==> src/rtl/uart_rx.sv <==
// 8N1 UART receiver: 2-flop rx synchronizer, 4x-oversampling tick divider,
// start-bit qualification at half a bit, mid-bit data sampling and stop-bit check.
module uart_rx #(
  parameter int CLK_FREQ  = 5_000_000,
  parameter int BAUD_RATE = 9600
) (
  input  logic       clk,
  input  logic       rst,
  input  logic       enable,
  input  logic       rx,
  output logic [7:0] rx_data,
  output logic       data_valid,
  output logic       frame_error,
  output logic       busy
);

  localparam int TICK_DIV = CLK_FREQ / (BAUD_RATE * 4);
  localparam int CW       = (TICK_DIV > 1) ? $clog2(TICK_DIV) : 1;

  generate
    if (TICK_DIV < 2) begin : g_bad_tick_div
      $error("uart_rx: CLK_FREQ / (BAUD_RATE*4) must be at least 2");
    end
  endgenerate

  typedef enum logic [1:0] {
    IDLE  = 2'd0,
    START = 2'd1,
    DATA  = 2'd2,
    STOP  = 2'd3
  } state_t;

  state_t          state_r;
  logic [1:0]      rx_sync_r;
  logic            rx_s;
  logic [CW-1:0]   cnt_r;
  logic [1:0]      sub_r;
  logic [2:0]      bit_idx_r;
  logic [7:0]      shreg_r;
  logic [7:0]      rx_data_r;
  logic            data_valid_r;
  logic            frame_error_r;
  logic            busy_r;
  logic            tick_s;

  assign rx_s   = rx_sync_r[1];
  assign tick_s = (cnt_r == CW'(TICK_DIV - 1));

  // Two-flop synchronizer on the asynchronous line, resetting to idle-high.
  always_ff @(posedge clk or posedge rst) begin
    if (rst) begin
      rx_sync_r <= 2'b11;
    end else begin
      rx_sync_r <= {rx_sync_r[0], rx};
    end
  end

  // Receive FSM with its tick divider, sub-tick phase and registered outputs.
  always_ff @(posedge clk or posedge rst) begin
    if (rst) begin
      state_r       <= IDLE;
      cnt_r         <= '0;
      sub_r         <= 2'd0;
      bit_idx_r     <= 3'd0;
      shreg_r       <= 8'h00;
      rx_data_r     <= 8'h00;
      data_valid_r  <= 1'b0;
      frame_error_r <= 1'b0;
      busy_r        <= 1'b0;
    end else if (!enable) begin
      state_r       <= IDLE;
      cnt_r         <= '0;
      sub_r         <= 2'd0;
      bit_idx_r     <= 3'd0;
      data_valid_r  <= 1'b0;
      frame_error_r <= 1'b0;
      busy_r        <= 1'b0;
    end else begin
      data_valid_r  <= 1'b0;
      frame_error_r <= 1'b0;
      if (state_r == IDLE) begin
        cnt_r <= '0;
      end else if (tick_s) begin
        cnt_r <= '0;
        sub_r <= sub_r + 2'd1;
      end else begin
        cnt_r <= cnt_r + CW'(1);
      end

      // Phase overrides below are placed after the generic sub-tick advance so they win.
      case (state_r)
        IDLE: begin
          sub_r     <= 2'd0;
          bit_idx_r <= 3'd0;
          if (!rx_s) begin
            state_r <= START;
            busy_r  <= 1'b1;
          end else begin
            busy_r  <= 1'b0;
          end
        end
        START: begin
          if (tick_s && sub_r == 2'd1) begin
            if (rx_s) begin
              state_r <= IDLE;
              busy_r  <= 1'b0;
            end else begin
              state_r   <= DATA;
              sub_r     <= 2'd0;
              bit_idx_r <= 3'd0;
            end
          end
        end
        DATA: begin
          if (tick_s && sub_r == 2'd3) begin
            shreg_r[bit_idx_r] <= rx_s;
            if (bit_idx_r == 3'd7) begin
              state_r <= STOP;
              sub_r   <= 2'd0;
            end else begin
              bit_idx_r <= bit_idx_r + 3'd1;
            end
          end
        end
        STOP: begin
          // Leaving at mid-stop-bit lets a back-to-back start edge be caught.
          if (tick_s && sub_r == 2'd3) begin
            state_r <= IDLE;
            busy_r  <= 1'b0;
            if (rx_s) begin
              rx_data_r    <= shreg_r;
              data_valid_r <= 1'b1;
            end else begin
              frame_error_r <= 1'b1;
            end
          end
        end
        default: begin
          state_r <= IDLE;
          cnt_r   <= '0;
          sub_r   <= 2'd0;
          busy_r  <= 1'b0;
        end
      endcase
    end
  end

  assign rx_data     = rx_data_r;
  assign data_valid  = data_valid_r;
  assign frame_error = frame_error_r;
  assign busy        = busy_r;

endmodule

==> config.mk <==
export PLATFORM = sky130hd
export DESIGN_NAME = uart_rx
export DESIGN_NICKNAME = d
export VERILOG_FILES = /design/src/rtl/uart_rx.sv
export SDC_FILE = /design/constraint.sdc
export NUM_CORES = 1
export LEC_CHECK = 0
export CAP_MARGIN = 0
export CORE_MARGIN = 10
export CORE_UTILIZATION = 40
export CTS_CLUSTER_SIZE = 25
export DETAILED_ROUTE_END_ITERATION = 8
export GPL_ROUTABILITY_DRIVEN = 1
export PLACE_DENSITY = 0.66
export SYNTH_ARGS = -nofsm -noshare
export SYNTH_HDL_FRONTEND = slang
export SYNTH_SLANG_ARGS = --single-unit
export TNS_END_PERCENT = 100
==> constraint.sdc <==
create_clock -name clk -period 5.9 [get_ports clk]
set_input_delay 1.77 -clock clk [delete_from_list [all_inputs] [get_ports clk]]
set_output_delay 1.77 -clock clk [all_outputs]
set_load 0.1 [all_outputs]
==> summary.md <==
| Metric | Value |
|---|---|
| Required time worst endpoint | 4.13 ns |
| Kind of path behind the tightest hold check | reg -> reg |
| Count of buffers inserted at the top-level ports | 14 |
| Clock root cell | sky130_fd_sc_hd__clkbuf_8 |
| Clock transition at path regs | 0.07 ns |
| Ratio of final minimum period to clock period | 60.2% |
| Setup TNS after final layout | 0 ns |
| TritonCTS clock tree | yes |
| Detailed Route Iter0 Violations | 54 |
| Portion of the post-synthesis area used by sequential elements | 49.8% |
| Number of setup buffers added after CTS | 0 |
| Data arrival at the endpoint of the critical path | 1.78 ns |
| Setup repair after global routing missed its margin | false |
| Final antenna diode count | 0 |
| Final core utilization | 48.7% |
| Max incr delay on CP | 1.14 ns |
| Post-synth cell types | 36 |
| Wire length of the first global-routing pass | 5700 um |
| Worst IR Drop VDD | 0.130 mV |
| Startpoint types | flop |
| Worst skew pair latency | 0.28 ns |
| Post-Synthesis Mean Instance Area | 11.5 um2 |
| Final max-slew violation count | 0 |
| Core Footprint | 0.00438 mm2 |
| Count of maximum capacitance violations | 0 |
| Synth area leaders | sky130_fd_sc_hd__dfrtp_1 (47%), sky130_fd_sc_hd__mux2_2 (11%), sky130_fd_sc_hd__ha_1 (7.6%) |
| Post-Synthesis Cells | 157 |
| Vertical die dimension | 87.3 um |
| Via density per instance | 5.25 |
| Total number of clock tree sinks | 36 |
| Effective utilization at floorplan | 41.4% |
| # setup viols final | 0 |
| Fin Clk Skew | 0.00701 ns |
| Clock period minus worst slack | 3.55 ns |
| Yosys warning count | 0 |
| Width of the chip | 87.3 um |
| Congestion Overflow GR | 0 |
| Largest delay contributor family on the critical path | buffers and inverters |
| Routed wire length | 3260 um |
| Tot Pwr | 0.630 mW |
| Maximum number of pins on one net before global-route repair | 37 |
| Number of CTS-inserted buffers | 5 |
| Maximum level of the CTS H-tree | 2 |
| Outcome | complete, no violations |
| Slowest stage cell on the critical path | sky130_fd_sc_hd__clkdlybuf4s50_1 |
| Static power due to leakage | 1.01 nW |
| Ordered cell list for the critical path | clkdlybuf4s50_1 |
| Average routed wire per standard cell | 14.3 um |
| Detailed-route DRC error count | 0 |
| Cell area after synthesis | 0.00181 mm2 |
| CTS max path bufs | 2 |
| Area delta synth->final | 17.9% |
| Antenna violations before repair | 0 |
| Sort of element at the end of the critical path | output pin |
| Post-cts hold buffer count | 0 |
| Overall global routing resource usage | 9.27% |
| Headroom to the max-slew limit | 34.5% |
| Final-layout worst hold slack | 0.364 ns |
| Class of the most critical setup path | reg -> out |
| Yosys top cell by area | sky130_fd_sc_hd__dfrtp_1 |
| Number of top-level design ports | 15 |
| Post-detailed-placement half-perimeter wirelength | 2340 um |
| Buffering stage count on the worst path with inverters included | 1 |
| Total number of nets in the final design | 190 |
| CP Max Fanout | 2 |
| Number of iterations in the first detailed-routing pass | 4 |
| Via count of the first global-routing pass | 1239 |
| Worst Tran Pin Value | 0.979 ns |
| Gpl congestion | 0.773 |
| Post_cts resized | 0 |
| F_max | 282 MHz |
| Layout cells sized above 1 | 19.9% |
| Net count after synthesis | 172 |
| Final Hold Vio Count | 0 |
| Routed vias | 1196 |
| Placed cell areas | 0.00201 mm2 |
| Yosys reg bits | 36 |
| Cell Pwr Density | 295 mW/mm2 |
| Remaining antenna violation count | 0 |
| Cell area after layout | 0.00214 mm2 |
| Number of rows in the core area | 24 |
| DIE AREA | 0.00763 mm2 |
| Share of the synthesized area in the top cell type | 46.9% |
-- logic make-up after synthesis --
family | Yosys count | share of synthesized area, %
muxes | 20 | 12.3
and+or+nand+nor | 58 | 19.2
adders and majority gates | 11 | 7.59
AOI/OAI and AO/OA | 12 | 5.04
buffers and inverters | 13 | 2.69
DFF | 36 | 49.8
xor gates and xnor gates | 7 | 3.38
-- cell usage in the layout, fill, tap and decap left out, drive strengths merged --
master and instances:
o21ai 3, nor3b 4, nor2b 3, o31a 2
bufinv 1, nand4 3, a2111oi 1, clkbuf 7
buf 1, a22o 2, xnor2 2, nor4b 1
and2 1, a31oi 1, inv 9, nand2 8
nor2 15, or4bb 1, mux2i 2, ha 11
o22ai 1, nand3 9, and3 4, and3b 1
mux2 18, nand3b 3, dfstp 2, nor3 3
a22oi 1, clkdlybuf4s50 14, or4b 2, o211ai 1
xor2 5, dfrtp 34
-- cells in the mapped netlist --
library cell	instances
sky130_fd_sc_hd__dfrtp_1	34
sky130_fd_sc_hd__mux2_2	17
sky130_fd_sc_hd__nor2_1	14
sky130_fd_sc_hd__ha_1	11
sky130_fd_sc_hd__inv_1	9
sky130_fd_sc_hd__nand3_1	9
sky130_fd_sc_hd__nand2_1	8
sky130_fd_sc_hd__xor2_1	5
sky130_fd_sc_hd__and3_1	4
sky130_fd_sc_hd__clkbuf_1	3
sky130_fd_sc_hd__nand3b_1	3
sky130_fd_sc_hd__nor2b_1	3
sky130_fd_sc_hd__nor3_1	3
sky130_fd_sc_hd__o21ai_0	3
sky130_fd_sc_hd__a22o_1	2
sky130_fd_sc_hd__dfstp_2	2
sky130_fd_sc_hd__mux2i_1	2
sky130_fd_sc_hd__nand4_2	2
sky130_fd_sc_hd__nor3b_1	2
sky130_fd_sc_hd__nor3b_2	2
sky130_fd_sc_hd__o31a_1	2
sky130_fd_sc_hd__or4b_1	2
sky130_fd_sc_hd__xnor2_1	2
sky130_fd_sc_hd__a2111oi_0	1
sky130_fd_sc_hd__a22oi_2	1
sky130_fd_sc_hd__a31oi_1	1
sky130_fd_sc_hd__and2_1	1
sky130_fd_sc_hd__and3b_1	1
sky130_fd_sc_hd__buf_1	1
sky130_fd_sc_hd__mux2_1	1
sky130_fd_sc_hd__nand4_1	1
sky130_fd_sc_hd__nor2_2	1
sky130_fd_sc_hd__nor4b_2	1
sky130_fd_sc_hd__o211ai_1	1
sky130_fd_sc_hd__o22ai_1	1
sky130_fd_sc_hd__or4bb_1	1
-- per-layer routing --
layer / track usage [%] / part of all wire (%) / routed length [um] / up-vias
met5: 0 / 0 / 0 / -
met4: 4.20 / 2.1 / 68 / 0
met3: 3.09 / 3.8 / 123 / 8
met2: 14.4 / 47 / 1530 / 17
met1: 11.3 / 47 / 1540 / 586
li1: - / - / - / 585
-- path summary, 6_finish.rpt --
path	from	endpoint	slack, ns	cells past startpoint
max reg2reg	cnt_r[1]	shreg_r[2]	3.60	7
min	rx_sync_r[0]	rx_sync_r[1]	0.36	0
max	busy	busy	2.35	1
min in group asynchronous	rst	shreg_r[7]	1.89	3
min reg2reg	rx_sync_r[0]	rx_sync_r[1]	0.36	0
max in group asynchronous	rst	rx_sync_r[0]	3.67	3
-- final cells by class --
cell class | instances | area [um2]
multi-input combinational | 108 | 861
timing repair buffer | 15 | 148
clock inverter | 1 | 30.0
fill | 406 | 2250
tap | 52 | 65.1
inverter | 9 | 33.8
clock buffer | 7 | 96.3
sequential | 36 | 903
-- state kept, by name (all words and copies together) (netlist names) --
| register | cells |
|---|---|
| cnt_r | 8 |
| rx_data | 8 |
| shreg_r | 8 |
| bit_idx_r | 3 |
| rx_sync_r | 2 |
| state_r | 2 |
| sub_r | 2 |
| busy | 1 |
| data_valid | 1 |
| frame_error | 1 |
-- metrics by stage --
stage                     worst slack (ns)  cells
final                                 2.35    228
after detailed placement              2.31    220
after CTS                             2.31    228
after global placement                2.39    220
after floorplan                       3.20    157
after global routing                  2.29    228
-- power by group --
part           leakage (nW)  switching [mW]  total, mW  internal, mW
registers             0.494          0.0176      0.275         0.258
logic                 0.456          0.0748      0.122        0.0468
clock network        0.0645          0.0835      0.233         0.149
Note: power is estimated with default switching activity, not from simulation.
